### config.mk
export PLATFORM = sky130hd
export DESIGN_NAME = vector_ls_sequencer_flat
export DESIGN_NICKNAME = d
export VERILOG_FILES = /design/src/rtl/vector_ls_sequencer_if.sv /design/src/rtl/vector_ls_sequencer.sv /design/src/flat_wrapper.sv
export SDC_FILE = /design/constraint.sdc
export NUM_CORES = 1
export LEC_CHECK = 0
export BUFFER_PORTS_ARGS = -buffer_cell sky130_fd_sc_hd__buf_2
export CAP_MARGIN = 20
export CELL_PAD_IN_SITES_DETAIL_PLACEMENT = 1
export CELL_PAD_IN_SITES_GLOBAL_PLACEMENT = 1
export CORE_MARGIN = 2
export CORE_UTILIZATION = 35
export CTS_CLUSTER_DIAMETER = 200
export DETAILED_ROUTE_END_ITERATION = 10
export PLACE_DENSITY = 0.88
export SLEW_MARGIN = 0
export SYNTH_ARGS = -nofsm -noshare
export SYNTH_HDL_FRONTEND = slang
export SYNTH_SLANG_ARGS = --single-unit
### constraint.sdc
create_clock -name clk -period 2.35 [get_ports clk]
set_clock_uncertainty 0.05 [all_clocks]
set_input_delay 0.3525 -clock clk [delete_from_list [all_inputs] [get_ports clk]]
set_output_delay 0.3525 -clock clk [all_outputs]
set_load 0.05 [all_outputs]
### src/rtl/vector_ls_sequencer_if.sv
// Request/memory/register-file bundle for the vector load/store sequencer.
// The optional req_stride signal exists only when VLS_STRIDE_EN is defined.
interface vector_ls_sequencer_if #(
  parameter int ADDR_W  = 8,
  parameter int RADDR_W = 4
);
  logic               req_valid;
  logic               req_ready;
  logic               req_store;
  logic [ADDR_W-1:0]  req_base;
  logic [RADDR_W-1:0] req_reg;
`ifdef VLS_STRIDE_EN
  logic [ADDR_W-1:0]  req_stride;
`endif
  logic               mem_write_enable;
  logic [ADDR_W-1:0]  mem_read_address;
  logic [ADDR_W-1:0]  mem_write_address;
  logic [1:0]         col_sel;
  logic               reg_write_enable;
  logic [RADDR_W-1:0] reg_write_address;
  logic               busy;
  logic               done;
  logic               addr_wrap;

  modport master (
`ifdef VLS_STRIDE_EN
    output req_stride,
`endif
    output req_valid, req_store, req_base, req_reg,
    input  req_ready, mem_write_enable, mem_read_address, mem_write_address,
    input  col_sel, reg_write_enable, reg_write_address, busy, done, addr_wrap
  );

  modport slave (
`ifdef VLS_STRIDE_EN
    input  req_stride,
`endif
    input  req_valid, req_store, req_base, req_reg,
    output req_ready, mem_write_enable, mem_read_address, mem_write_address,
    output col_sel, reg_write_enable, reg_write_address, busy, done, addr_wrap
  );
endinterface

### src/rtl/vector_ls_sequencer.sv
// Sequences one 128-bit vector LD/ST as four 32-bit column beats (IDLE -> BEAT x4 -> DONE).
// Define VLS_STRIDE_EN for a per-request word stride; otherwise the stride is fixed at 1.
module vector_ls_sequencer #(
  parameter int ADDR_W  = 8,
  parameter int RADDR_W = 4
) (
  input  logic                  clk,
  input  logic                  reset,
  vector_ls_sequencer_if.slave  bus
);
  typedef enum logic [1:0] {IDLE, BEAT, DONE} state_t;

  state_t             state_reg, state_next;
  logic [1:0]         col_reg;
  logic               store_reg;
  logic               wrap_reg;
  logic [ADDR_W-1:0]  base_reg;
  logic [ADDR_W-1:0]  stride_reg;
  logic [RADDR_W-1:0] reg_reg;
  logic [ADDR_W-1:0]  stride_in;
  logic [ADDR_W+1:0]  beat_sum;
  logic [ADDR_W-1:0]  beat_addr;
  logic               beat_wrap;

`ifdef VLS_STRIDE_EN
  assign stride_in = bus.req_stride;
`else
  assign stride_in = ADDR_W'(1);
`endif

  // Two extra bits hold base + 3*stride exactly, so any carry out marks a wrap.
  assign beat_sum  = {2'b00, base_reg} + ({{ADDR_W{1'b0}}, col_reg} * {2'b00, stride_reg});
  assign beat_addr = beat_sum[ADDR_W-1:0];
  assign beat_wrap = |beat_sum[ADDR_W+1:ADDR_W];

  always_ff @(posedge clk or posedge reset) begin
    if (reset) begin
      state_reg <= IDLE;
    end else begin
      state_reg <= state_next;
    end
  end

  always_ff @(posedge clk or posedge reset) begin
    if (reset) begin
      col_reg    <= 2'd0;
      store_reg  <= 1'b0;
      wrap_reg   <= 1'b0;
      base_reg   <= '0;
      stride_reg <= '0;
      reg_reg    <= '0;
    end else begin
      case (state_reg)
        IDLE: begin
          if (bus.req_valid) begin
            col_reg    <= 2'd0;
            store_reg  <= bus.req_store;
            wrap_reg   <= 1'b0;
            base_reg   <= bus.req_base;
            stride_reg <= stride_in;
            reg_reg    <= bus.req_reg;
          end
        end
        BEAT: begin
          col_reg  <= col_reg + 2'd1;
          wrap_reg <= wrap_reg | beat_wrap;
        end
        default: ;
      endcase
    end
  end

  // Outputs decode from state only, so an asynchronous reset clears them at once.
  always_comb begin
    state_next            = state_reg;
    bus.req_ready         = 1'b0;
    bus.busy              = 1'b0;
    bus.done              = 1'b0;
    bus.addr_wrap         = 1'b0;
    bus.mem_write_enable  = 1'b0;
    bus.mem_read_address  = '0;
    bus.mem_write_address = '0;
    bus.col_sel           = 2'd0;
    bus.reg_write_enable  = 1'b0;
    bus.reg_write_address = '0;
    case (state_reg)
      IDLE: begin
        bus.req_ready = 1'b1;
        if (bus.req_valid) state_next = BEAT;
      end
      BEAT: begin
        bus.busy    = 1'b1;
        bus.col_sel = col_reg;
        if (store_reg) begin
          bus.mem_write_enable  = 1'b1;
          bus.mem_write_address = beat_addr;
        end else begin
          bus.mem_read_address  = beat_addr;
          bus.reg_write_enable  = 1'b1;
          bus.reg_write_address = reg_reg;
        end
        if (col_reg == 2'd3) state_next = DONE;
      end
      DONE: begin
        bus.busy      = 1'b1;
        bus.done      = 1'b1;
        bus.addr_wrap = wrap_reg;
        state_next    = IDLE;
      end
      default: state_next = IDLE;
    endcase
  end
endmodule

### src/flat_wrapper.sv
// flat-port wrapper written by rule: the top's interface ports become plain ports
module vector_ls_sequencer_flat 
#(
  parameter int ADDR_W  = 8,
  parameter int RADDR_W = 4
)
  (clk, reset, bus_req_valid, bus_req_store, bus_req_base, bus_req_reg, bus_req_ready, bus_mem_write_enable, bus_mem_read_address, bus_mem_write_address, bus_col_sel, bus_reg_write_enable, bus_reg_write_address, bus_busy, bus_done, bus_addr_wrap);
  vector_ls_sequencer_if #(.ADDR_W(ADDR_W), .RADDR_W(RADDR_W)) bus_i ();
  input  logic clk;
  input  logic reset;
  input wire logic [$bits(bus_i.req_valid)-1:0] bus_req_valid;
  input wire logic [$bits(bus_i.req_store)-1:0] bus_req_store;
  input wire logic [$bits(bus_i.req_base)-1:0] bus_req_base;
  input wire logic [$bits(bus_i.req_reg)-1:0] bus_req_reg;
  output wire logic [$bits(bus_i.req_ready)-1:0] bus_req_ready;
  output wire logic [$bits(bus_i.mem_write_enable)-1:0] bus_mem_write_enable;
  output wire logic [$bits(bus_i.mem_read_address)-1:0] bus_mem_read_address;
  output wire logic [$bits(bus_i.mem_write_address)-1:0] bus_mem_write_address;
  output wire logic [$bits(bus_i.col_sel)-1:0] bus_col_sel;
  output wire logic [$bits(bus_i.reg_write_enable)-1:0] bus_reg_write_enable;
  output wire logic [$bits(bus_i.reg_write_address)-1:0] bus_reg_write_address;
  output wire logic [$bits(bus_i.busy)-1:0] bus_busy;
  output wire logic [$bits(bus_i.done)-1:0] bus_done;
  output wire logic [$bits(bus_i.addr_wrap)-1:0] bus_addr_wrap;
  assign bus_i.req_valid = bus_req_valid;
  assign bus_i.req_store = bus_req_store;
  assign bus_i.req_base = bus_req_base;
  assign bus_i.req_reg = bus_req_reg;
  assign bus_req_ready = bus_i.req_ready;
  assign bus_mem_write_enable = bus_i.mem_write_enable;
  assign bus_mem_read_address = bus_i.mem_read_address;
  assign bus_mem_write_address = bus_i.mem_write_address;
  assign bus_col_sel = bus_i.col_sel;
  assign bus_reg_write_enable = bus_i.reg_write_enable;
  assign bus_reg_write_address = bus_i.reg_write_address;
  assign bus_busy = bus_i.busy;
  assign bus_done = bus_i.done;
  assign bus_addr_wrap = bus_i.addr_wrap;
  vector_ls_sequencer #(.ADDR_W(ADDR_W), .RADDR_W(RADDR_W)) u_core (.clk(clk), .reset(reset), .bus(bus_i));
endmodule
; Yosys cells after proc, flatten, opt, wreduce, memory -nomap -nowiden
; Index checks and enable logic that the tools add are counted.
[word_totals]
wordCells = 45
in_bits = 16
ff_bits = 19
[classes]
add_sub_neg = 2
bitwise = 1
mux = 22
multipliers = 1
n_eq_ne = 5
reduce_logical = 7
[ops]
columns = cell, count
row1 = $mux 8, 4
row2 = $add 8x10->10, 1
row3 = $mux 1, 9
row4 = $mux 2, 4
row5 = $mux 4, 2
row6 = $pmux 2 s2, 2
row7 = $reduce_and 2->1, 3
row8 = $eq 2x2->1 const B, 2
row9 = $reduce_or 2->1, 2
row10 = $mul 2x1->3, 1
row11 = $add 2x1->2 const B, 1
row12 = $eq 2x1->1 const B, 1
row13 = $logic_not 2->1, 1
row14 = $ne 2x1->1 const B, 1
row15 = $ne 2x2->1 const B, 1
row16 = $pmux 1 s2, 1
row17 = $reduce_bool 2->1, 1
row18 = $or 1x1->1, 1

; Longest topological paths before layout
[depth]
word_depth = 5
depth_mapped = 6
depth_no_buf = 6

; Worst setup path after synthesis
; Ideal clock, no wire load.
[synth_path]
path_kind = flip-flop to output port
from = register u_core.col_reg[1]
to = output bus_mem_read_address[7]
setup_slack_ps = -323
required_ps = 1947
path_stages_with_launch = 6
path_buffers = 0
t_arrival_ps = 2270
path_cell_list = dfrtp_1 -> and2_1 -> ha_1 -> a21oi_1 -> or4_4 -> a21oi_1
[synth_via]
elab_chain_len = 4
[synth_lines]
columns = element, line
row1 = from (decl), vector_ls_sequencer.sv:14  ; logic [1:0] col_reg;
row2 = from (signal assigned), vector_ls_sequencer.sv:65  ; col_reg <= col_reg + 2'd1;
row3 = $mul 2x1->3, vector_ls_sequencer.sv:32  ; assign beat_sum = {2'b00, base_reg} + ({{ADDR_W{1'b0}}, col_reg} * {2'b00, stride_reg});
row4 = $add 8x10->10, vector_ls_sequencer.sv:32
row5 = $mux 8, vector_ls_sequencer.sv:94  ; if (store_reg) begin
row6 = $mux 8, vector_ls_sequencer.sv:86  ; case (state_reg)
row7 = to (decl), flat_wrapper.sv:17  ; output wire logic [$bits(bus_i.mem_read_address)-1:0] bus_mem_read_address;
; Every way passes these cells.

; Final worst setup path
[layout_path]
from = register u_core.stride_reg[0]
to = output bus_mem_write_address[7]
[layout_via]
elab_chain_len = 4
[layout_lines]
columns = element, line
row1 = from (decl), vector_ls_sequencer.sv:18  ; logic [ADDR_W-1:0] stride_reg;
row2 = from (signal assigned), vector_ls_sequencer.sv:60  ; stride_reg <= stride_in;
row3 = $mul 2x1->3, vector_ls_sequencer.sv:32
row4 = $add 8x10->10, vector_ls_sequencer.sv:32
row5 = $mux 8, vector_ls_sequencer.sv:94
row6 = $mux 8, vector_ls_sequencer.sv:86
row7 = to (decl), flat_wrapper.sv:18  ; output wire logic [$bits(bus_i.mem_write_address)-1:0] bus_mem_write_address;
; Every way passes these cells.

==> reports/qor.txt <==
=====================================================================================
Result of the run                                                        finished with violations
Violations in the final reports                                          negative setup slack
Synth Cell Area                                                              1121 um2
Area of the core region                                                      3053 um2
I/O Pins                                                                           44
Most frequent cells in the layout                                        24 x sky130_fd_sc_hd__buf_2, 19 x sky130_fd_sc_hd__dfrtp_1, 14 x sky130_fd_sc_hd__buf_6
Die area                                                                     3672 um2
Count of routing violations after the opening detailed-route iteration             40
Most frequent standard cell in the layout excluding fill and tap cells   sky130_fd_sc_hd__buf_2
Row cnt                                                                            20
Total of flip-flops plus latches after synthesis                                   19
Category of the worst setup path launch point                                    flop
Wirelength, routed                                                            4014 um
Crit path DAT                                                                 2.19 ns
Pin slew with the least headroom to its limit                               0.7408 ns
Largest net degree at the start of global routing                                  20
FF/Latch Area                                                               475.5 um2
Peak fanout along the critical path                                                 4
Area grow syn2layout                                                           59.37%
Average wire length per cell after detail routing                            19.11 um
Sort of element at the end of the critical path                            output pin
Mapped Cells                                                                      111
Final-stage net count                                                             190
Wire length of the first global-routing pass                                  5830 um
Syn_nets                                                                          134
Vertical extent of the die                                                   60.60 um
Vias/cell                                                                       5.176
Total congestion overflow after global routing                                      0
Number of fill cells                                                              358
Main synth FF type                                                       sky130_fd_sc_hd__dfrtp_1
Post-Syn Area per Cell                                                      10.10 um2
Vias                                                                             1087
Sequential cell area fraction in the yosys report                              42.41%
Crit path required time                                                       1.95 ns
Crit Reg-Reg Endpoint                                                    u_core.base_reg[2]
Clock transition at the registers of the reported paths                       0.13 ns
Worst slew slack as a fraction of its limit                                    50.56%
Number of sinks on the clock net                                                   19
Area of placed instances                                                     1455 um2
# setup viols final                                                                12
Antenna violations before repair                                                    0
Count of input and output buffers                                                  43
Final number of hold-violating endpoints                                            0
Last weighted congestion value of the routability-driven placer                0.7629
Post-route cell area                                                         1787 um2
Total Routing Usage GR                                                         22.06%
Clock tree from TritonCTS                                                       built
Flip-flop count of the largest register after layout                                8
Fraction of the core area covered by cells at the end of the flow              58.52%
Share of synthesized registers carrying an async set or reset                  100.0%
Overall die width                                                            60.60 um
Placed wire-length estimate after detailed placement                          2285 um
Worst r2r path cells                                                                4
Root cell of the clock tree                                              sky130_fd_sc_hd__clkbuf_4
Fraction of layout instances using a drive strength above 1                    60.84%
Vias in the first global route                                                   1180
Worst-case setup margin in the final layout                                -0.2448 ns
Number of flops mapped to enable cells by yosys                                     0
Crit share post-route                                                          110.4%
Total DRC errors in the routed layout                                               0
Combined area of the multi-input logic cells                                794.5 um2
Maximum buffer depth of the clock tree                                              2
Min-Delay Path Class                                                     input pin to async pin
Max-slew violation total from the final report                                      0
Max-cap violations                                                                  0
Highest clock rate                                                          385.4 MHz
Post-DRT Antenna Nets                                                               0
Path type of the worst setup path                                        flop to output pin
Router iterations before antenna repair                                             4
Startpoint of the lowest-slack register-to-register path                 u_core.state_reg[0]
RSZ-0062 raised after global routing                                              yes
Diodes inserted                                                                     0
Number of clock buffers inserted by TritonCTS                                       3
H-tree depth                                                                        1
Initial Utilization                                                            36.72%
Netlist cell types                                                                 27
Reg2reg setup slack                                                           0.47 ns
Number of hold buffers added after CTS                                              0
Clock Latency Late Sink                                                       0.33 ns
Final critical-path required period                                          2.595 ns
Count of synthesis-stage warnings from yosys                                        0
=====================================================================================
==> final cells by class <==
type | instances | share of cell area (%)
Multi-Input combinational cell | 83 | 44.47
Sequential cell | 19 | 26.61
Timing Repair Buffer | 53 | 22.69
Tap cell | 44 | 3.081
Inverter | 7 | 1.471
Clock buffer | 3 | 1.261
Clock inverter | 1 | 0.4202
==> per-layer routing <==
layer	GRT usage, %	share of wire [%]
met3	6.183	4.6
met5	0	0
met4	5.901	2.7
met2	41.78	56
met1	23.89	36
==> worst max-delay path by stage <==
stage / start / endpoint / slack, ns / depth (start not counted)
final: u_core.stride_reg[0] / bus_mem_write_address[7] / -0.24 / 8
after global placement: u_core.stride_reg[0] / bus_mem_write_address[6] / 0.06 / 7
after global routing: u_core.stride_reg[0] / bus_mem_write_address[7] / -0.31 / 8
after detailed placement: u_core.stride_reg[0] / bus_mem_read_address[6] / 0.04 / 7
after CTS: u_core.stride_reg[0] / bus_mem_read_address[7] / -0.10 / 6
after floorplan: u_core.col_reg[1] / bus_mem_read_address[5] / -0.27 / 5
==> metrics by stage <==
step / hold slack [ns] / cells / setup slack [ns] / setup TNS (ns)
2_1_floorplan: 0.2536 / 111 / -0.2692 / -0.5885
3_3_place_gp: 0.4094 / 201 / 0.06297 / 0
3_5_place_dp: 0.4264 / 201 / 0.03793 / 0
4_1_cts: 0.1252 / 207 / -0.1043 / -1.129
5_1_grt: 0.1455 / 210 / -0.3121 / -2.504
6_report: 0.08725 / 210 / -0.2448 / -1.615
==> logic make-up (layout without fill, tap and decap cells) <==
kind of cell    after synthesis  after routing  synth area share, %
simple gates                 39             39                19.75
buf+inv                       9             64                3.125
flops                        19             19                42.41
mux                          15             15                14.84
fa+ha+maj                     7              7                8.482
compound gates               20             20                9.822
xor+xnor                      2              2                1.563
==> synth_stat cells (2+ instances only) <==
| library cell | number | area, um2 |
|---|---|---|
| sky130_fd_sc_hd__a21oi_1 | 12 | 60.06 |
| sky130_fd_sc_hd__and2_1 | 11 | 68.82 |
| sky130_fd_sc_hd__and3_1 | 2 | 12.51 |
| sky130_fd_sc_hd__dfrtp_1 | 19 | 475.5 |
| sky130_fd_sc_hd__ha_1 | 6 | 75.07 |
| sky130_fd_sc_hd__inv_1 | 7 | 26.28 |
| sky130_fd_sc_hd__mux2_2 | 13 | 146.4 |
| sky130_fd_sc_hd__mux2i_1 | 2 | 20.02 |
| sky130_fd_sc_hd__nand2_1 | 5 | 18.77 |
| sky130_fd_sc_hd__nand2b_1 | 5 | 31.28 |
| sky130_fd_sc_hd__nand3_1 | 3 | 15.01 |
| sky130_fd_sc_hd__nor2_1 | 6 | 22.52 |
| sky130_fd_sc_hd__o21ai_0 | 5 | 25.02 |
| sky130_fd_sc_hd__or3_1 | 2 | 12.51 |
==> worst max-delay path, stage by stage (launching register included) <==
cell	delay, ns
sky130_fd_sc_hd__dfrtp_1	0.41
sky130_fd_sc_hd__and2_4	0.18
sky130_fd_sc_hd__ha_4	0.27
sky130_fd_sc_hd__a21oi_4	0.07
sky130_fd_sc_hd__buf_6	0.13
sky130_fd_sc_hd__o31ai_1	0.37
sky130_fd_sc_hd__buf_4	0.22
sky130_fd_sc_hd__a21oi_4	0.05
sky130_fd_sc_hd__buf_6	0.17
==> what timing repair did <==
item	4_1_cts	5_1_grt
buffers inserted	2	3
cloned	0	0
endpoints found under the setup margin	19	20
gates resized for setup	35	36
pin swaps	15	12
Power is left out: the tool's default activity adds up to more than one toggle a clock period on the data nets, which glitch-free logic cannot reach.
